--- src/rtl/wb_pc_ctrl_pkg.sv ---
// Shared definitions for the writeback / program-counter stage:
// FSM state encoding and the register-file index width.
package wb_pc_ctrl_pkg;

    typedef enum logic [1:0] {
        RUN       = 2'd0,
        LOAD_WAIT = 2'd1,
        HALTED    = 2'd2
    } wb_state_e;

    localparam int REG_IDX_W = 3;

endpackage

--- src/rtl/wb_pc_ctrl_pc_unit.sv ---
// Program counter, the pc_r1/pc_r2 shadow chain that follows instructions
// down the pipe, and the next-pc selection (absolute, relative, increment).
module wb_pc_ctrl_pc_unit #(
    parameter int A_SIZE = 10
) (
    input  logic              clk,
    input  logic              rst_n,
    input  logic              inc_en,
    input  logic              load_abs,
    input  logic              load_rel,
    input  logic [A_SIZE-1:0] target,
    input  logic              flush,
    output logic [A_SIZE-1:0] pc
);

    logic [A_SIZE-1:0] pc_q, pc_d;
    logic [A_SIZE-1:0] pc_r1_q, pc_r1_d;
    logic [A_SIZE-1:0] pc_r2_q, pc_r2_d;

    // Relative offsets are already A_SIZE wide, so the modulo add is the sign-extended add.
    always_comb begin
        pc_d    = pc_q;
        pc_r1_d = pc_r1_q;
        pc_r2_d = pc_r2_q;
        if (load_abs) begin
            pc_d = target;
        end else if (load_rel) begin
            pc_d = pc_r2_q + target;
        end else if (inc_en) begin
            pc_d = pc_q + A_SIZE'(1);
        end
        if (flush) begin
            pc_r1_d = '0;
            pc_r2_d = '0;
        end else if (inc_en) begin
            pc_r1_d = pc_q;
            pc_r2_d = pc_r1_q;
        end
    end

    always_ff @(posedge clk or negedge rst_n) begin
        if (!rst_n) begin
            pc_q    <= '0;
            pc_r1_q <= '0;
            pc_r2_q <= '0;
        end else begin
            pc_q    <= pc_d;
            pc_r1_q <= pc_r1_d;
            pc_r2_q <= pc_r2_d;
        end
    end

    assign pc = pc_q;

endmodule

--- src/rtl/wb_pc_ctrl.sv ---
// Final pipeline stage: register writeback (including one-cycle loads),
// jump resolution with a two-cycle flush, and the terminal halt state.
module wb_pc_ctrl
    import wb_pc_ctrl_pkg::*;
#(
    parameter int D_SIZE = 32,
    parameter int A_SIZE = 10
) (
    input  logic                 clk,
    input  logic                 rst_n,
    input  logic [REG_IDX_W-1:0] r2_destination,
    input  logic                 r2_pc_halt,
    input  logic                 r2_pc_load,
    input  logic                 r2_pc_loadr,
    input  logic [A_SIZE-1:0]    r2_pc_target,
    input  logic                 r2_read,
    input  logic                 r2_write_en,
    input  logic [D_SIZE-1:0]    r2_result,
    input  logic [D_SIZE-1:0]    data_in,
    output logic [A_SIZE-1:0]    pc,
    output logic                 pc_flush,
    output logic                 stall,
    output logic                 mem_read,
    output logic [A_SIZE-1:0]    mem_addr,
    output logic                 wb_en,
    output logic [REG_IDX_W-1:0] wb_addr,
    output logic [D_SIZE-1:0]    wb_data,
    output logic                 halted
);

    wb_state_e            state_q, state_d;
    logic [REG_IDX_W-1:0] dest_q, dest_d;
    logic                 flush_q, flush_d;
    logic                 jump, load_abs, load_rel, inc_en;

    always_comb begin
        state_d  = state_q;
        dest_d   = dest_q;
        jump     = 1'b0;
        load_abs = 1'b0;
        load_rel = 1'b0;
        inc_en   = 1'b0;
        stall    = 1'b0;
        mem_read = 1'b0;
        mem_addr = '0;
        wb_en    = 1'b0;
        wb_addr  = '0;
        wb_data  = '0;
        case (state_q)
            RUN: begin
                if (r2_pc_halt) begin
                    state_d = HALTED;
                    wb_en   = r2_write_en;
                    wb_addr = r2_write_en ? r2_destination : '0;
                    wb_data = r2_write_en ? r2_result : '0;
                end else begin
                    jump     = r2_pc_load | r2_pc_loadr;
                    load_abs = r2_pc_load;
                    load_rel = r2_pc_loadr & ~r2_pc_load;
                    // A jump takes precedence over a load issue; its write is done as a link.
                    if (r2_read && r2_write_en && !jump) begin
                        mem_read = 1'b1;
                        mem_addr = r2_result[A_SIZE-1:0];
                        stall    = 1'b1;
                        dest_d   = r2_destination;
                        state_d  = LOAD_WAIT;
                    end else begin
                        wb_en   = r2_write_en;
                        wb_addr = r2_write_en ? r2_destination : '0;
                        wb_data = r2_write_en ? r2_result : '0;
                        inc_en  = ~jump;
                    end
                end
            end
            LOAD_WAIT: begin
                wb_en   = 1'b1;
                wb_addr = dest_q;
                wb_data = data_in;
                inc_en  = 1'b1;
                state_d = RUN;
            end
            HALTED: begin
                stall = 1'b1;
            end
            default: begin
                state_d = RUN;
            end
        endcase
        flush_d = jump;
    end

    always_ff @(posedge clk or negedge rst_n) begin
        if (!rst_n) begin
            state_q <= RUN;
            dest_q  <= '0;
            flush_q <= 1'b0;
        end else begin
            state_q <= state_d;
            dest_q  <= dest_d;
            flush_q <= flush_d;
        end
    end

    assign pc_flush = jump | flush_q;
    assign halted   = (state_q == HALTED);

    wb_pc_ctrl_pc_unit #(
        .A_SIZE(A_SIZE)
    ) u_pc_unit (
        .clk     (clk),
        .rst_n   (rst_n),
        .inc_en  (inc_en),
        .load_abs(load_abs),
        .load_rel(load_rel),
        .target  (r2_pc_target),
        .flush   (pc_flush),
        .pc      (pc)
    );

endmodule

--- config.mk ---
export PLATFORM = sky130hd
export DESIGN_NAME = wb_pc_ctrl
export DESIGN_NICKNAME = d
export VERILOG_FILES = /design/src/rtl/wb_pc_ctrl_pkg.sv /design/src/rtl/wb_pc_ctrl_pc_unit.sv /design/src/rtl/wb_pc_ctrl.sv
export SDC_FILE = /design/constraint.sdc
export NUM_CORES = 1
export LEC_CHECK = 0
export ABC_AREA = 1
export CORE_MARGIN = 2
export CORE_UTILIZATION = 43
export CTS_BUF_LIST = sky130_fd_sc_hd__clkbuf_2
export CTS_CLUSTER_DIAMETER = 100
export DETAILED_ROUTE_END_ITERATION = 7
export PLACE_DENSITY = 0.85
export REMOVE_ABC_BUFFERS = 1
export SETUP_SLACK_MARGIN = 0.05
export SLEW_MARGIN = 10
export SYNTH_ARGS = -nofsm -noshare
export SYNTH_HDL_FRONTEND = slang
export SYNTH_HIERARCHICAL = 1
export SYNTH_SLANG_ARGS = --single-unit
export TNS_END_PERCENT = 30
--- constraint.sdc ---
create_clock -name clk -period 2.3 [get_ports clk]
set_clock_uncertainty 0.1 [all_clocks]
set_input_delay 0.46 -clock clk [delete_from_list [all_inputs] [get_ports clk]]
set_output_delay 0.46 -clock clk [all_outputs]
set_load 0.02 [all_outputs]
-- Word-level counts from Yosys, hierarchy flattened
Index checks and enable logic that the tools add are counted.
Widths: inputs -> output; s select.
- input port bits: 84
- word-level logic and storage cells: 63
- register bits after elaboration: 36
- output and inout port bits: 60
- mux-type cells: 37
- reductions and logical operators: 8
- bitwise gates (word level): 7
- add/subtract/negate cells: 2
- equal/unequal tests: 3
- operators by type and width (operator ; count):
    $mux 10 ; 10
    $mux 32 ; 3
    $pmux 32 s2 ; 1
    $mux 1 ; 13
    $add 10x1->10 const B ; 1
    $add 10x10->10 ; 1
    $mux 3 ; 3
    $pmux 1 s2 ; 3
    $pmux 3 s2 ; 1
    $mux 2 ; 2
    $not 1->1 ; 4
    $pmux 2 s2 ; 1
    $ne 3x3->1 const B ; 1
    $reduce_and 3->1 ; 1
    $reduce_bool 3->1 ; 1
    $eq 2x1->1 const B ; 1
    $eq 2x2->1 const B ; 1
    $logic_and 1x1->1 ; 2
    $logic_not 2->1 ; 1
    $or 1x1->1 ; 2
    $reduce_and 2->1 ; 1
    $reduce_bool 2->1 ; 1
    $and 1x1->1 ; 1
    $logic_not 1->1 ; 1

-- Longest topological paths before layout
Gate-level depths: netlist of the first run.
- depth after elaboration: 9
- gate-level depth with buffers: 12
- gate-level depth less buffers: 12

-- Modules after synthesis
Netlist of the first run, hierarchy kept.
- by module, submodules not included (module ; area each (sq um) ; sequential area each (sq um) ; instances ; cells an instance):
    wb_pc_ctrl_pc_unit ; 1940.6 ; 750.7 ; 1 ; 269
    wb_pc_ctrl ; 1196.1 ; 150.1 ; 1 ; 247

-- Least setup slack after synthesis of the first run
No wires, ideal clock.
- kind: reg-to-reg
- start: register state_q[1]
- end: register u_pc_unit.pc_r1_q[6]
- slack: 362 ps
- data arrival time: 1700 ps
- library setup time: 138 ps
- clock period less this slack: 1938 ps
- data required time: 2062 ps
- stages on the path, launching flop included: 9
- path buffers: 1
- cell sequence: dfrtp_1 nor2_2 nand2_1 nor2_1 or2_1 inv_1 nand2_1 clkbuf_1 o22ai_1
- cells in the longest elaborated chain, start to end: 4
- elaborated cells between the ends (all ways): 7
- classes of those cells: eq/ne (1); mux (3); bitwise (1); reduce/logical (2)
- ends and longest elaborated chain (element ; RTL line ; source):
    from (decl) ; wb_pc_ctrl.sv:31 ; wb_state_e state_q, state_d;
    from (signal assigned) ; wb_pc_ctrl.sv:98 ; state_q <= state_d;
    $logic_not 2->1 (*) ; wb_pc_ctrl.sv:49 ; case (state_q)
    $mux 1 (*) ; wb_pc_ctrl.sv:49 ;
    via flush_d ; wb_pc_ctrl.sv:33 ; logic flush_q, flush_d;
    $or 1x1->1 (*) ; wb_pc_ctrl.sv:104 ; assign pc_flush = jump | flush_q;
    via pc_flush ; wb_pc_ctrl.sv:21 ; output logic pc_flush,
    $mux 10 or $reduce_bool 2->1 (tied branches) ; n/a ;
    to (signal assigned) ; wb_pc_ctrl_pc_unit.sv:48 ; pc_r1_q <= pc_r1_d;
    to (decl) ; wb_pc_ctrl_pc_unit.sv:17 ; logic [A_SIZE-1:0] pc_r1_q, pc_r1_d;
The timed path passes the listed nets; every way through them passes the cells marked *.
A chain may end at the register's enable or synchronous reset.

-- Worst setup path after layout of the first run
- start: register state_q[1]
- end: output port wb_data[11]
- cells in the longest elaborated chain, start to end: 2
- elaborated cells between the ends (all ways): 3
- classes of those cells: eq/ne (1); mux (1); reduce/logical (1)
- ends and longest elaborated chain (element ; RTL line ; source):
    $eq 2x1->1 or $logic_not 2->1 (tied branches) ; wb_pc_ctrl.sv:49 ;
    $pmux 32 s2 (*) ; wb_pc_ctrl.sv:49 ;
    to (decl) ; wb_pc_ctrl.sv:27 ; output logic [D_SIZE-1:0] wb_data,
Every way passes the cells marked *; elsewhere a longest branch is shown, timed or not.

==> results of run 1 <==
-- kinds of logic after synthesis --
logic type | synth area share
and+or+nand+nor | 0.432
buffers and inverters | 0.135
AOI/OAI and AO/OA | 0.0937
DFF | 0.287
adders and majority gates | 0.0463
xor gates and xnor gates | 0.00559
-- cell usage after synthesis --
| library cell | count | share of area |
|---|---|---|
| nand2_1 | 149 | 0.18 |
| inv_1 | 78 | 0.093 |
| nor2_1 | 68 | 0.081 |
| nand3_1 | 62 | 0.099 |
| dfrtp_1 | 36 | 0.29 |
| o22ai_1 | 22 | 0.044 |
| nor2_2 | 13 | 0.026 |
| o21ai_0 | 12 | 0.019 |
| a21oi_1 | 11 | 0.018 |
| buf_2 | 11 | 0.018 |
| ha_1 | 10 | 0.040 |
| inv_2 | 7 | 0.0084 |
| clkbuf_1 | 5 | 0.0060 |
| buf_4 | 4 | 0.0096 |
| nand2_2 | 3 | 0.0060 |
| nand3b_1 | 3 | 0.0072 |
| nor2_4 | 3 | 0.011 |
| nand3_2 | 2 | 0.0064 |
| nand4_1 | 2 | 0.0040 |
| nor3_1 | 2 | 0.0032 |
| nor3_2 | 2 | 0.0064 |
| o211ai_1 | 2 | 0.0048 |
| o21ai_1 | 2 | 0.0032 |
| xnor2_1 | 2 | 0.0056 |
| a21oi_2 | 1 | 0.0028 |
| fa_1 | 1 | 0.0064 |
| o21a_1 | 1 | 0.0024 |
| or2_1 | 1 | 0.0020 |
| or2_2 | 1 | 0.0020 |
-- critical path, delay by kind of cell (launching register included) --
kind / cells / cell delay, ns
AND/OR/NAND/NOR: 3 / 0.25
flip-flops: 1 / 0.52
buffers and inverters: 3 / 0.51
-- flip-flops by register name, summed over array words and instances, names as in the netlist --
signal / count
dest_q: 3
state_q: 2
u_pc_unit/pc_r2_q: 10
u_pc_unit/pc: 10
u_pc_unit/pc_r1_q: 10
flush_q: 1
-- power by group through the flow --
stage	clock network, mW	logic (mW)	registers [mW]
floorplan	0	0.0850	0.646
finish	0.433	0.300	0.635
CTS	0.437	0.297	0.635
global placement	0	0.278	0.646
global route	0.469	0.329	0.635
detailed placement	0	0.288	0.646
-- how the worst max path moves through the flow --
stage                     cells past startpoint         endpoint
after global placement                        7      mem_addr[3]
final                                         6      wb_data[11]
after global routing                          6      wb_data[11]
after floorplan                               7  u_pc_unit/pc[4]
after detailed placement                      7      mem_addr[7]
after CTS                                     6      wb_data[10]
-- metrics by stage --
stage / total power [mW] / worst slack (ns) / setup TNS [ns] / utilization / hold WS, ns
floorplan: 0.731 / -0.312 / -4.56 / - / 0.0644
global route: 1.43 / -0.0521 / -0.0735 / 0.707 / 0.340
CTS: 1.37 / 0.0220 / 0 / 0.704 / 0.346
finish: 1.37 / 0.0562 / 0 / 0.707 / 0.319
global placement: 0.924 / -0.407 / -21.27 / 0.687 / 0.360
detailed placement: 0.934 / -0.435 / -23.28 / 0.687 / 0.371
-- what timing repair did --
action	4_1_cts	5_1_grt
setup buffers	2	1
setup endpoints to repair	50	42
gates cloned	2	5
gates resized for setup	188	58
pin swaps	3	3
-- layout make-up --
type	count	share of cell area
Multi-Input combinational cell	375	0.363
Inverter	85	0.0629
Timing Repair Buffer	190	0.357
Clock buffer	5	0.00493
Tap cell	99	0.0244
Sequential cell	36	0.179
Clock inverter	3	0.00913
-- routing by layer --
metal	up-vias	GRT usage
li1	1979	-
met1	1908	0.311
met2	224	0.503
met3	31	0.0803
met4	0	0.0896
met5	-	0
==> impl_metrics.toml, run 1 <==
[layout]
area_growth_pct = 61.7
nNetsFinal = 788
n_antenna_cell = 0
postLayoutCellArea_um2 = 5070
instances_no_fill = 793
multi_input_area_um2 = 1840
final_common_cell = "nand2_1"
final_cell_mix = "nand2_1, clkdlybuf4s50_1, inv_1"
register_area_um2 = 906
fill_cells = 585
drive_above_1_share = 0.205

[routing]
wl_per_cell_um = 14.6
drt-pass1-iter-count = 5
drtIter0Drc = 253
wl_met3_mm = 1.07
vias = 4142
top_layer_used = "met4"
drtAntennaViolNets = 0
via_per_inst = 5.22
met1_length_mm = 4.17
route.met2.wl_mm = 5.99
drcViolationCount = 0
finalWirelength_mm = 11.5

[grt]
grt.total_usage = 0.277
antenna_found_initial = 0
grt_start_max_net_pins = 37
grt_overflow = 0
grt_pass1_vias = 4008
grt_pass1_wl_mm = 17.6

[pwr]
p_switching_mw = 0.364
power.density_nw_per_um2 = 270
p_sw_frac = 0.266
internal_power_mw = 1.00
p_comb_frac = 0.219
peakVddDrop_uv = 243
p_leak_nw = 2.78
clkPwrFrac = 0.317
seq_power_share = 0.464

[place]
gp_congestion = 0.939
placed_area_um2 = 4930
dp_cells = 775
port_buffers = 143
place.detailed.hpwl_mm = 8.52

[clock_network]
htreeDepth = 2
clkTransAtPathRegs_ns = 0.24
clock_sinks = 36
tritoncts.num_buffers = 5
clockRootBuffer = "clkbuf_2"
clockBufferDepth = 2
ctsHoldBuffers = 0
cts_tree = "yes"
clk-insertion-delay-late_ns = 0.43

[critical_path]
critPathLaunchType = "flop"
cp_data_required_time_ns = 1.74
criticalPathCategory = "flop to output port"
regToRegEndpoint = "u_pc_unit/pc[7]"
critPathLaunch = "state_q[1]"
path_cells = "nor2_4, buf_12, buf_6, nand3_1, nand2_1, clkdlybuf4s15_2"
arrival_ns = 1.68
crit_fanout = 6
cp-end-kind = "output port"
reg2reg_slack_ns = 0.30
r2r_cells = 11
slowest_stage = "dfrtp_2"
rr_startpoint = "state_q[1]"
max_stage_delay_ns = 0.52

[synth]
syn_area_um2 = 3140
synth_area_per_cell_um2 = 6.08
ys_types = 29
ys_seq_area_frac = 0.287
synth_warnings = 6
synth-seq-cells = 36
netlist_instances = 516

[floorplan]
pin_count = 144
dieArea_um2 = 7990
core_region_area_um2 = 7180
die_x_um = 89.4
start_util = 0.437
die_h_um = 89.4
rows = 31

[sta]
period_minus_slack_ns = 2.24
drv_slew = 0
rsz0062_at_grt = "yes"
max-slew-margin-rel = 0.695
period_share = 0.976
hold_viol = 0
tightest_slew_ns = 0.458
setup_violations = 0
fmax_mhz = 446

[hold_path]
hold_path_class = "input port to async pin"

[run_status]
status = "finished, final reports clean"

[flow_run]
maxCapViolCount = 0
Note: power is estimated with default switching activity, not from simulation.
==> run 2: changes to the inputs <==
--- a/config.mk
+++ b/config.mk
@@ -14,7 +14,7 @@
 export PLACE_DENSITY = 0.85
 export REMOVE_ABC_BUFFERS = 1
 export SETUP_SLACK_MARGIN = 0.05
-export SLEW_MARGIN = 10
+export SLEW_MARGIN = 20
 export SYNTH_ARGS = -nofsm -noshare
 export SYNTH_HDL_FRONTEND = slang
 export SYNTH_HIERARCHICAL = 1
==> results of run 2 <==
No change in the layout: final DEF, timing and power equal those of run 1.
